<file path="src/rtl/sram_port_arbiter_if.sv">
// ---------------------------------------------------------------------------
// sram_port_arbiter_if
//   One requester port of the shared data-SRAM arbiter (OBI-like handshake).
//   master : the requester (Ibex data interface or fabric master)
//   slave  : the arbiter
//   req    master->slave  request, held until gnt
//   gnt    slave->master  grant, combinational, same cycle as req
//   rvalid slave->master  response valid, the cycle after gnt
//   we/be/addr/wdata      master->slave  access attributes (byte address)
//   rdata/err             slave->master  response payload, valid with rvalid
// ---------------------------------------------------------------------------
interface sram_port_arbiter_if;
  logic        req;
  logic        gnt;
  logic        rvalid;
  logic        we;
  logic [3:0]  be;
  logic [31:0] addr;
  logic [31:0] wdata;
  logic [31:0] rdata;
  logic        err;

  modport master (
    output req, we, be, addr, wdata,
    input  gnt, rvalid, rdata, err
  );

  modport slave (
    input  req, we, be, addr, wdata,
    output gnt, rvalid, rdata, err
  );
endinterface

</file>
<file path="src/rtl/sram_port_arbiter.sv">
// ---------------------------------------------------------------------------
// sram_port_arbiter
//   Shares the single read/write port of the data SRAM macro between the core
//   data interface and a fabric-side master. One access per cycle; the grant
//   is combinational and the response (rvalid/rdata/err) follows one cycle
//   later. Accesses outside the SRAM window are granted but do not touch the
//   macro; they answer with err=1 instead of aliasing.
//
//   Ports
//     clk, resetn          clock (rising edge), async active-low reset
//     core, fab            requester ports (slave side of the interface)
//     sram_csb_o           SRAM chip select, active low
//     sram_web_o           SRAM write enable, active low
//     sram_wmask_o         SRAM byte write mask
//     sram_addr_o          SRAM word address
//     sram_din_o           SRAM write data
//     sram_dout_i          SRAM read data (valid the cycle after a read)
//
//   Parameters
//     ADDR_W     SRAM word-address width
//     BASE_ADDR  byte base of the window, aligned to 4*2^ADDR_W
//     PRIO_MODE  0 = round-robin, 1 = core priority with anti-starvation
//     MAX_WAIT   (PRIO_MODE=1) denied fabric cycles before a forced grant, 1..15
// ---------------------------------------------------------------------------
module sram_port_arbiter #(
  parameter int unsigned ADDR_W    = 8,
  parameter logic [31:0] BASE_ADDR = 32'h0000_0000,
  parameter int unsigned PRIO_MODE = 0,
  parameter int unsigned MAX_WAIT  = 4
) (
  input  logic                  clk,
  input  logic                  resetn,
  sram_port_arbiter_if.slave    core,
  sram_port_arbiter_if.slave    fab,
  output logic                  sram_csb_o,
  output logic                  sram_web_o,
  output logic [3:0]            sram_wmask_o,
  output logic [ADDR_W-1:0]     sram_addr_o,
  output logic [31:0]           sram_din_o,
  input  logic [31:0]           sram_dout_i
);

  localparam int unsigned TAG_LSB = ADDR_W + 2;

  typedef enum logic [1:0] {
    OWN_NONE = 2'd0,
    OWN_CORE = 2'd1,
    OWN_FAB  = 2'd2
  } owner_e;

  typedef enum logic {
    WIN_CORE = 1'b0,
    WIN_FAB  = 1'b1
  } winner_e;

  // Response pipeline and arbiter state
  owner_e      rsp_owner_q, rsp_owner_d;
  logic        rsp_err_q,   rsp_err_d;
  logic        rsp_rd_q,    rsp_rd_d;
  winner_e     last_winner_q, last_winner_d;
  logic [3:0]  wait_cnt_q,  wait_cnt_d;

  // Arbitration and winner mux
  logic        pick_core;
  logic        gnt_core;
  logic        gnt_fab;
  logic        any_gnt;
  logic        win_we;
  logic [3:0]  win_be;
  logic [31:0] win_addr;
  logic [31:0] win_wdata;
  logic        in_win;
  logic        access;
  logic        addr_lsb_unused;

  // -------------------------------------------------------------------------
  // Arbitration
  // -------------------------------------------------------------------------
  always_comb begin
    // NOTE: every always_comb output gets a default first so no path leaves it
    // unassigned; a missing default on any branch infers a latch.
    pick_core = 1'b0;
    if (PRIO_MODE == 0) begin
      // Round-robin: on a tie, the side that did not win last time goes.
      pick_core = (last_winner_q == WIN_FAB);
    end else begin
      // Core priority, unless the fabric has been denied MAX_WAIT cycles.
      pick_core = (wait_cnt_q < 4'(MAX_WAIT));
    end

    // Reset gates the grants combinationally so nothing reaches the macro
    // while resetn is low, even with requests asserted.
    gnt_core = resetn & core.req & (~fab.req | pick_core);
    gnt_fab  = resetn & fab.req & ~gnt_core;
    any_gnt  = gnt_core | gnt_fab;

    win_we    = gnt_fab ? fab.we    : core.we;
    win_be    = gnt_fab ? fab.be    : core.be;
    win_addr  = gnt_fab ? fab.addr  : core.addr;
    win_wdata = gnt_fab ? fab.wdata : core.wdata;

    in_win = (win_addr[31:TAG_LSB] == BASE_ADDR[31:TAG_LSB]);
    access = any_gnt & in_win;
  end

  // Byte offset within the word plays no part in a word-wide macro access.
  assign addr_lsb_unused = ^win_addr[1:0];

  assign core.gnt = gnt_core;
  assign fab.gnt  = gnt_fab;

  // -------------------------------------------------------------------------
  // SRAM drive: out-of-window grants keep the macro deselected but still
  // present the winner's address/data on the bus.
  // -------------------------------------------------------------------------
  assign sram_csb_o   = ~access;
  assign sram_web_o   = ~(access & win_we);
  assign sram_wmask_o = access  ? win_be                     : 4'h0;
  assign sram_addr_o  = any_gnt ? win_addr[TAG_LSB-1:2]      : '0;
  assign sram_din_o   = any_gnt ? win_wdata                  : 32'h0;

  // -------------------------------------------------------------------------
  // Next-state
  // -------------------------------------------------------------------------
  always_comb begin
    rsp_owner_d   = OWN_NONE;
    rsp_err_d     = any_gnt & ~in_win;
    rsp_rd_d      = access & ~win_we;
    last_winner_d = last_winner_q;
    wait_cnt_d    = wait_cnt_q;

    if (gnt_core) begin
      rsp_owner_d = OWN_CORE;
    end else if (gnt_fab) begin
      rsp_owner_d = OWN_FAB;
    end

    if (any_gnt) begin
      last_winner_d = gnt_fab ? WIN_FAB : WIN_CORE;
    end

    // Counts consecutive denied fabric cycles; saturates at 15.
    if (!fab.req || gnt_fab) begin
      wait_cnt_d = 4'h0;
    end else if (wait_cnt_q != 4'hF) begin
      wait_cnt_d = wait_cnt_q + 4'h1;
    end
  end

  // -------------------------------------------------------------------------
  // State registers
  // -------------------------------------------------------------------------
  // NOTE: sequential state uses non-blocking assignments only, so every flop
  // samples the pre-edge value of every other flop regardless of order.
  always_ff @(posedge clk or negedge resetn) begin
    if (!resetn) begin
      rsp_owner_q   <= OWN_NONE;
      rsp_err_q     <= 1'b0;
      rsp_rd_q      <= 1'b0;
      last_winner_q <= WIN_FAB;   // core takes the first tie after reset
      wait_cnt_q    <= 4'h0;
    end else begin
      rsp_owner_q   <= rsp_owner_d;
      rsp_err_q     <= rsp_err_d;
      rsp_rd_q      <= rsp_rd_d;
      last_winner_q <= last_winner_d;
      wait_cnt_q    <= wait_cnt_d;
    end
  end

  // -------------------------------------------------------------------------
  // Responses: rdata carries the macro output only for an in-window read.
  // -------------------------------------------------------------------------
  assign core.rvalid = (rsp_owner_q == OWN_CORE);
  assign core.err    = core.rvalid & rsp_err_q;
  assign core.rdata  = (core.rvalid && rsp_rd_q) ? sram_dout_i : 32'h0;

  assign fab.rvalid  = (rsp_owner_q == OWN_FAB);
  assign fab.err     = fab.rvalid & rsp_err_q;
  assign fab.rdata   = (fab.rvalid && rsp_rd_q) ? sram_dout_i : 32'h0;

endmodule

</file>
<file path="src/flat_wrapper.sv">
// flat-port wrapper written by rule: the top's interface ports become plain ports
module sram_port_arbiter_flat 
#(
  parameter int unsigned ADDR_W    = 8,
  parameter logic [31:0] BASE_ADDR = 32'h0000_0000,
  parameter int unsigned PRIO_MODE = 0,
  parameter int unsigned MAX_WAIT  = 4
)
  (clk, resetn, sram_csb_o, sram_web_o, sram_wmask_o, sram_addr_o, sram_din_o, sram_dout_i, core_req, core_we, core_be, core_addr, core_wdata, core_gnt, core_rvalid, core_rdata, core_err, fab_req, fab_we, fab_be, fab_addr, fab_wdata, fab_gnt, fab_rvalid, fab_rdata, fab_err);
  sram_port_arbiter_if core_i ();
  sram_port_arbiter_if fab_i ();
  input  logic clk;
  input  logic resetn;
  output logic sram_csb_o;
  output logic sram_web_o;
  output logic [3:0] sram_wmask_o;
  output logic [ADDR_W-1:0] sram_addr_o;
  output logic [31:0] sram_din_o;
  input  logic [31:0] sram_dout_i;
  input wire logic [$bits(core_i.req)-1:0] core_req;
  input wire logic [$bits(core_i.we)-1:0] core_we;
  input wire logic [$bits(core_i.be)-1:0] core_be;
  input wire logic [$bits(core_i.addr)-1:0] core_addr;
  input wire logic [$bits(core_i.wdata)-1:0] core_wdata;
  output wire logic [$bits(core_i.gnt)-1:0] core_gnt;
  output wire logic [$bits(core_i.rvalid)-1:0] core_rvalid;
  output wire logic [$bits(core_i.rdata)-1:0] core_rdata;
  output wire logic [$bits(core_i.err)-1:0] core_err;
  input wire logic [$bits(fab_i.req)-1:0] fab_req;
  input wire logic [$bits(fab_i.we)-1:0] fab_we;
  input wire logic [$bits(fab_i.be)-1:0] fab_be;
  input wire logic [$bits(fab_i.addr)-1:0] fab_addr;
  input wire logic [$bits(fab_i.wdata)-1:0] fab_wdata;
  output wire logic [$bits(fab_i.gnt)-1:0] fab_gnt;
  output wire logic [$bits(fab_i.rvalid)-1:0] fab_rvalid;
  output wire logic [$bits(fab_i.rdata)-1:0] fab_rdata;
  output wire logic [$bits(fab_i.err)-1:0] fab_err;
  assign core_i.req = core_req;
  assign core_i.we = core_we;
  assign core_i.be = core_be;
  assign core_i.addr = core_addr;
  assign core_i.wdata = core_wdata;
  assign core_gnt = core_i.gnt;
  assign core_rvalid = core_i.rvalid;
  assign core_rdata = core_i.rdata;
  assign core_err = core_i.err;
  assign fab_i.req = fab_req;
  assign fab_i.we = fab_we;
  assign fab_i.be = fab_be;
  assign fab_i.addr = fab_addr;
  assign fab_i.wdata = fab_wdata;
  assign fab_gnt = fab_i.gnt;
  assign fab_rvalid = fab_i.rvalid;
  assign fab_rdata = fab_i.rdata;
  assign fab_err = fab_i.err;
  sram_port_arbiter #(.ADDR_W(ADDR_W), .BASE_ADDR(BASE_ADDR), .PRIO_MODE(PRIO_MODE), .MAX_WAIT(MAX_WAIT)) u_core (.clk(clk), .resetn(resetn), .core(core_i), .fab(fab_i), .sram_csb_o(sram_csb_o), .sram_web_o(sram_web_o), .sram_wmask_o(sram_wmask_o), .sram_addr_o(sram_addr_o), .sram_din_o(sram_din_o), .sram_dout_i(sram_dout_i));
endmodule
</file>
<file path="config.mk">
export PLATFORM = sky130hd
export DESIGN_NAME = sram_port_arbiter_flat
export DESIGN_NICKNAME = d
export VERILOG_FILES = /design/src/rtl/sram_port_arbiter_if.sv /design/src/rtl/sram_port_arbiter.sv /design/src/flat_wrapper.sv
export SDC_FILE = /design/constraint.sdc
export NUM_CORES = 1
export LEC_CHECK = 0
export ABC_CLOCK_PERIOD_IN_PS = 2100
export BUFFER_PORTS_ARGS = -buffer_cell sky130_fd_sc_hd__buf_2
export CELL_PAD_IN_SITES_DETAIL_PLACEMENT = 2
export CELL_PAD_IN_SITES_GLOBAL_PLACEMENT = 2
export CORE_ASPECT_RATIO = 1.2
export CORE_MARGIN = 3
export CORE_UTILIZATION = 10
export CTS_BUF_LIST = sky130_fd_sc_hd__clkbuf_4 sky130_fd_sc_hd__clkbuf_8
export DETAILED_ROUTE_END_ITERATION = 10
export GPL_TIMING_DRIVEN = 0
export HOLD_SLACK_MARGIN = 0.02
export PLACE_DENSITY = 0.91
export SKIP_LAST_GASP = 1
export SYNTH_ARGS = -nofsm -noshare
export SYNTH_HDL_FRONTEND = slang
export SYNTH_SLANG_ARGS = --single-unit
</file>
<file path="constraint.sdc">
create_clock -name clk -period 2.1 [get_ports clk]
set_clock_uncertainty 0.2 [all_clocks]
set_input_delay 0.42 -clock clk [delete_from_list [all_inputs] [get_ports clk]]
set_output_delay 0.42 -clock clk [all_outputs]
set_load 0.02 [all_outputs]
</file>
**Word-level counts from Yosys, hierarchy flattened**

Cells that the tools add are included.

- Bits in registers: 5
- Output and inout port bits: 116
- Logic and storage cells: 39

- Eq/ne operators: 2
- Muxes and demuxes: 12
- Bitwise logic cells: 18
- Reduce and logical (&&, ||, !) cells: 3

Operators with widths:

| cell | number |
|---|---|
| 2-to-1 mux 32 bit | 5 |
| zero test 22 bit | 1 |
| AND 1 bit | 10 |
| 2-to-1 mux 4 bit | 2 |
| 2-to-1 mux 8 bit | 1 |
| inverter 1 bit | 6 |
| 2-to-1 mux 2 bit | 2 |
| equality test 2 x 1 -> 1 bit, second input constant | 1 |
| equality test 2 bit, second input constant | 1 |
| logical AND 1 bit | 2 |
| 2-to-1 mux 1 bit | 2 |
| OR 1 bit | 2 |

**Logic depth before layout (Yosys ltp)**

- Depth after elaboration: 10
- Gate-level depth with buffers: 7
- Depth with buffers taken out: 5

**Worst setup path after synthesis**

OpenSTA, ideal clock, no wires.

- Kind: in2out
- Start: in core_addr[10]
- End: out sram_wmask_o[0]
- Data arrival time: 1705 ps
- Required time: 1480 ps
- Setup slack: -225 ps
- Stages on the path: 4
- Cells stage by stage: nor4_1 and4_1 nand4_2 a221oi_1

- Cells in the longest elaborated chain, start to end: 4

Ends and longest elaborated chain:

| what | RTL line | text |
|---|---|---|
| start: declaration | flat_wrapper.sv:23 | `input wire logic [$bits(core_i.addr)-1:0] core_addr;` |
| 2-to-1 mux 32 bit | sram_port_arbiter.sv:99 | `win_addr = gnt_fab ? fab.addr : core.addr;` |
| zero test 22 bit | sram_port_arbiter.sv:102 | `in_win = (win_addr[31:TAG_LSB] == BASE_ADDR[31:TAG_LSB]);` |
| AND 1 bit | sram_port_arbiter.sv:103 | `access = any_gnt & in_win;` |
| 2-to-1 mux 4 bit | sram_port_arbiter.sv:118 | `assign sram_wmask_o = access ? win_be : 4'h0;` |
| end: declaration | flat_wrapper.sv:16 | `output logic [3:0] sram_wmask_o;` |

Every way passes these cells.

**Worst setup path after layout**

- Start: in fab_addr[23]
- End: out sram_web_o

- Cells in the longest elaborated chain, start to end: 5

Ends and longest elaborated chain:

| what | RTL line | text |
|---|---|---|
| start: declaration | flat_wrapper.sv:32 | `input wire logic [$bits(fab_i.addr)-1:0] fab_addr;` |
| 2-to-1 mux 32 bit | sram_port_arbiter.sv:99 |  |
| zero test 22 bit | sram_port_arbiter.sv:102 |  |
| AND 1 bit | sram_port_arbiter.sv:103 |  |
| AND 1 bit | sram_port_arbiter.sv:117 | `assign sram_web_o = ~(access & win_we);` |
| inverter 1 bit | sram_port_arbiter.sv:117 |  |
| end: declaration | flat_wrapper.sv:15 | `output logic sram_web_o;` |

Every way passes these cells.

==> results.sh <==
export IMPL_hold_path_startpoint="resetn"
export IMPL_ant_nets=0
export IMPL_critPathMaxFanout=7
export IMPL_cp_start_kind="primary input"
export IMPL_drcViolationCount=0
export IMPL_total_power_mw=1.221
export IMPL_routed_wl_um=14380
export IMPL_yosys_warnings=0
export IMPL_seq_power_share_pct=9.3
export IMPL_fp_dieH_um=138.8
export IMPL_yosys_area_share_adder_pct=0
export IMPL_path_clk_slew_ps=40
export IMPL_antenna_found_initial=0
export IMPL_net_switching_power_mw=0.5272
export IMPL_synthSimpleGateAreaFrac_pct=62.69
export IMPL_seq_area_frac_synth_pct=8.603
export IMPL_synthCells=265
export IMPL_setup_ws_ps=-354.7
export IMPL_rsz0062_at_grt="yes"
export IMPL_p_leak_nw=2.851
export IMPL_dieArea_um2=16190
export IMPL_rr_startpoint="u_core.last_winner_q$_DFFE_PN1P_"
export IMPL_portBuffers=285
export IMPL_peakVddDrop_uv=86.65
export IMPL_slew_violations=0
export IMPL_num_fill_cells=1611
export IMPL_final_cell_area_um2=4748
export IMPL_post_place_ws_ps=-631.3
export IMPL_clkLatencyLatePin_ps=220
export IMPL_worstPathArrival_ps=1830
export IMPL_globalplace_congestion=0.7740
export IMPL_cts_htree_levels=1
export IMPL_grt_pass1_wl_um=18630
export IMPL_drive_gt1_share_pct=77.95
export IMPL_cp_startpoint="fab_addr[23]"
export IMPL_hold_class="in -> reg"
export IMPL_worstPathRequired_ps=1480
export IMPL_clkPwrFrac_pct=15.6
export IMPL_sw_frac_of_total_pct=43.20
export IMPL_grt_ovfl_total=0
export IMPL_wl_per_cell_um=19.25
export IMPL_dpl_hpwl_um=10760
export IMPL_finalHoldViolations=0
export IMPL_layout_nets=751
export IMPL_muxShareOfSynthArea_pct=0.7666
export IMPL_syn_area_per_cell_um2=5.543
export IMPL_cts_root_buf="clkbuf_8"
export IMPL_synth_area_leaders="and3_1, nand2_1, a21oi_1"
export IMPL_post_route_period_util_pct=116.9
export IMPL_p_int_mw=0.6933
export IMPL_via_per_inst=4.418
export IMPL_grtUsageTotal_pct=14.55
export IMPL_synth_top_family_by_area="simple AND/OR/NAND/NOR gates"
export IMPL_grt_pass1_vias=3549
export IMPL_grt_max_degree=11
export IMPL_end_kind="primary output"
export IMPL_synth_largest_area_cell="and3_1"
export IMPL_boundaryPins=290
export IMPL_yosysTopAreaCellShare_pct=27.26
export IMPL_first_iter_violations=48
export IMPL_ys_types=26
export IMPL_min_period_ps=2455
export IMPL_worst_setup_path_type="in -> out"
export IMPL_n_antenna_cell=0
export IMPL_placed_area_um2=3349
export IMPL_synth_seq_cells=5
export IMPL_syn_nets=439
export IMPL_synth_xor_area_share_pct=0
export IMPL_tightest_slew_ps=430.5
export IMPL_cts_buffer_depth=2
export IMPL_p_comb_share_pct=75.1
export IMPL_cts_made_buffers=3
export IMPL_syn2layout_area_growth_pct=223.3
export IMPL_setup_viol=46
export IMPL_violations="setup timing"
export IMPL_core_area_um2=14110
export IMPL_synth_compound_area_share_pct=18.91
export IMPL_max_freq_mhz=407.4
export IMPL_cts_sinks=5
export IMPL_max_cap_violations=0
export IMPL_status="finished, violations left"
export IMPL_firstDrtPassIters=4
export IMPL_syn_area_um2=1469
export IMPL_rows=47
export IMPL_dr_total_vias=3300
export IMPL_relSlewSlack_pct=71.30
export IMPL_fp_dieW_um=116.6
export IMPL_initial_core_util_pct=10.41
export IMPL_cts_tree="done"
export IMPL_utilization_pct=33.64
export IMPL_cellPowerDensity_nw_per_um2=257.1
kinds of logic after synthesis:
logic type / Yosys count
buf+inv: 30
flops: 5
mux: 1
compound gates: 50
simple gates: 179
cell usage after synthesis:
cell type,number
nand2_1,93
and3_1,64
a21oi_1,40
clkbuf_1,18
nor4_1,8
buf_2,7
a221oi_1,4
dfrtp_1,4
buf_4,3
nor2_1,3
a21o_1,2
and2_1,2
and4_1,2
nor2b_1,2
nor4_2,2
a211oi_1,1
a221o_1,1
and3b_1,1
dfstp_2,1
inv_1,1
inv_2,1
mux2_2,1
nand4_2,1
nand4_4,1
o21ai_0,1
o21ai_1,1
layer usage:
layer / track usage (%) / up-vias / wire, µm
li1: - / 1550 / -
met1: 13.30 / 1524 / 4477
met2: 30.35 / 210 / 8181
met3: 3.579 / 16 / 1515
met4: 3.684 / 0 / 206
met5: 0 / - / 0
cells in the final DEF (no fill, tap or decap), types with 8 or more instances in the layout:
cell / count
a21oi_2: 32
a21oi_4: 8
and3_1: 64
buf_12: 9
buf_2: 227
buf_4: 22
buf_6: 51
clkbuf_2: 9
nand2_1: 47
nand2_2: 8
nand2_4: 36
sequential cells by signal (all words and copies together) (netlist names):
signal                flops
u_core.rsp_err_q          1
u_core.last_winner_q      1
u_core.rsp_rd_q           1
u_core.rsp_owner_q        2
worst paths after layout:
path	endpoint	slack, ps	depth (start not counted)
setup reg to reg	u_core.rsp_rd_q$_DFF_PN0_	230	6
setup / recovery	sram_web_o	-350	6
hold / removal	u_core.last_winner_q$_DFFE_PN1P_	270	3
max in group asynchronous	u_core.last_winner_q$_DFFE_PN1P_	1020	2
hold reg to reg	u_core.last_winner_q$_DFFE_PN1P_	430	3
min in group asynchronous	u_core.rsp_err_q$_DFF_PN0_	410	2
per-stage QoR:
stage          setup TNS (ps)  hold slack [ps]  instances
2_1_floorplan          -326.1           -75.59        265
5_1_grt                -11920            304.9        747
4_1_cts                -10470            264.9        736
3_3_place_gp           -25160            64.69        721
6_report                -9567            268.4        747
3_5_place_dp           -25840            65.97        721
area by class of cell:
| class | instances | area, µm² | share of cell area, % |
|---|---|---|---|
| multi-input combinational | 230 | 1959 | 41.26 |
| buffer | 26 | 274.0 | 5.771 |
| inverter | 2 | 15.01 | 0.3162 |
| clock buffer | 4 | 48.80 | 1.028 |
| sequential | 5 | 126.4 | 2.661 |
| timing repair buffer | 309 | 2111 | 44.45 |
| tap | 171 | 214.0 | 4.506 |
power by group through the flow:
stage          sequential (mW)  clock (mW)  combinational [mW]
6_report                 0.113       0.191               0.917
5_1_grt                  0.114       0.199               0.978
4_1_cts                  0.113       0.198               0.714
3_5_place_dp             0.113           0               0.575
3_3_place_gp             0.112           0               0.561
2_1_floorplan            0.112           0               0.280
critical path, cell delays in order:
cell and delay [ps]:
buf_6 90, nor4_4 270, and4_4 270, nand4_4 210, a221o_1 440, buf_6 140
repair_timing:
item / 4_1_cts / 5_1_grt
gates resized for setup: 112 / 180
hold buffers: 1 / 0
buffers inserted: 8 / 8
setup endpoints to repair: 112 / 94
endpoints found under the hold margin: 5 / 0
pin swaps: 14 / 61
gates cloned: 3 / 6
No activity file was read; power rests on OpenSTA's default activity.
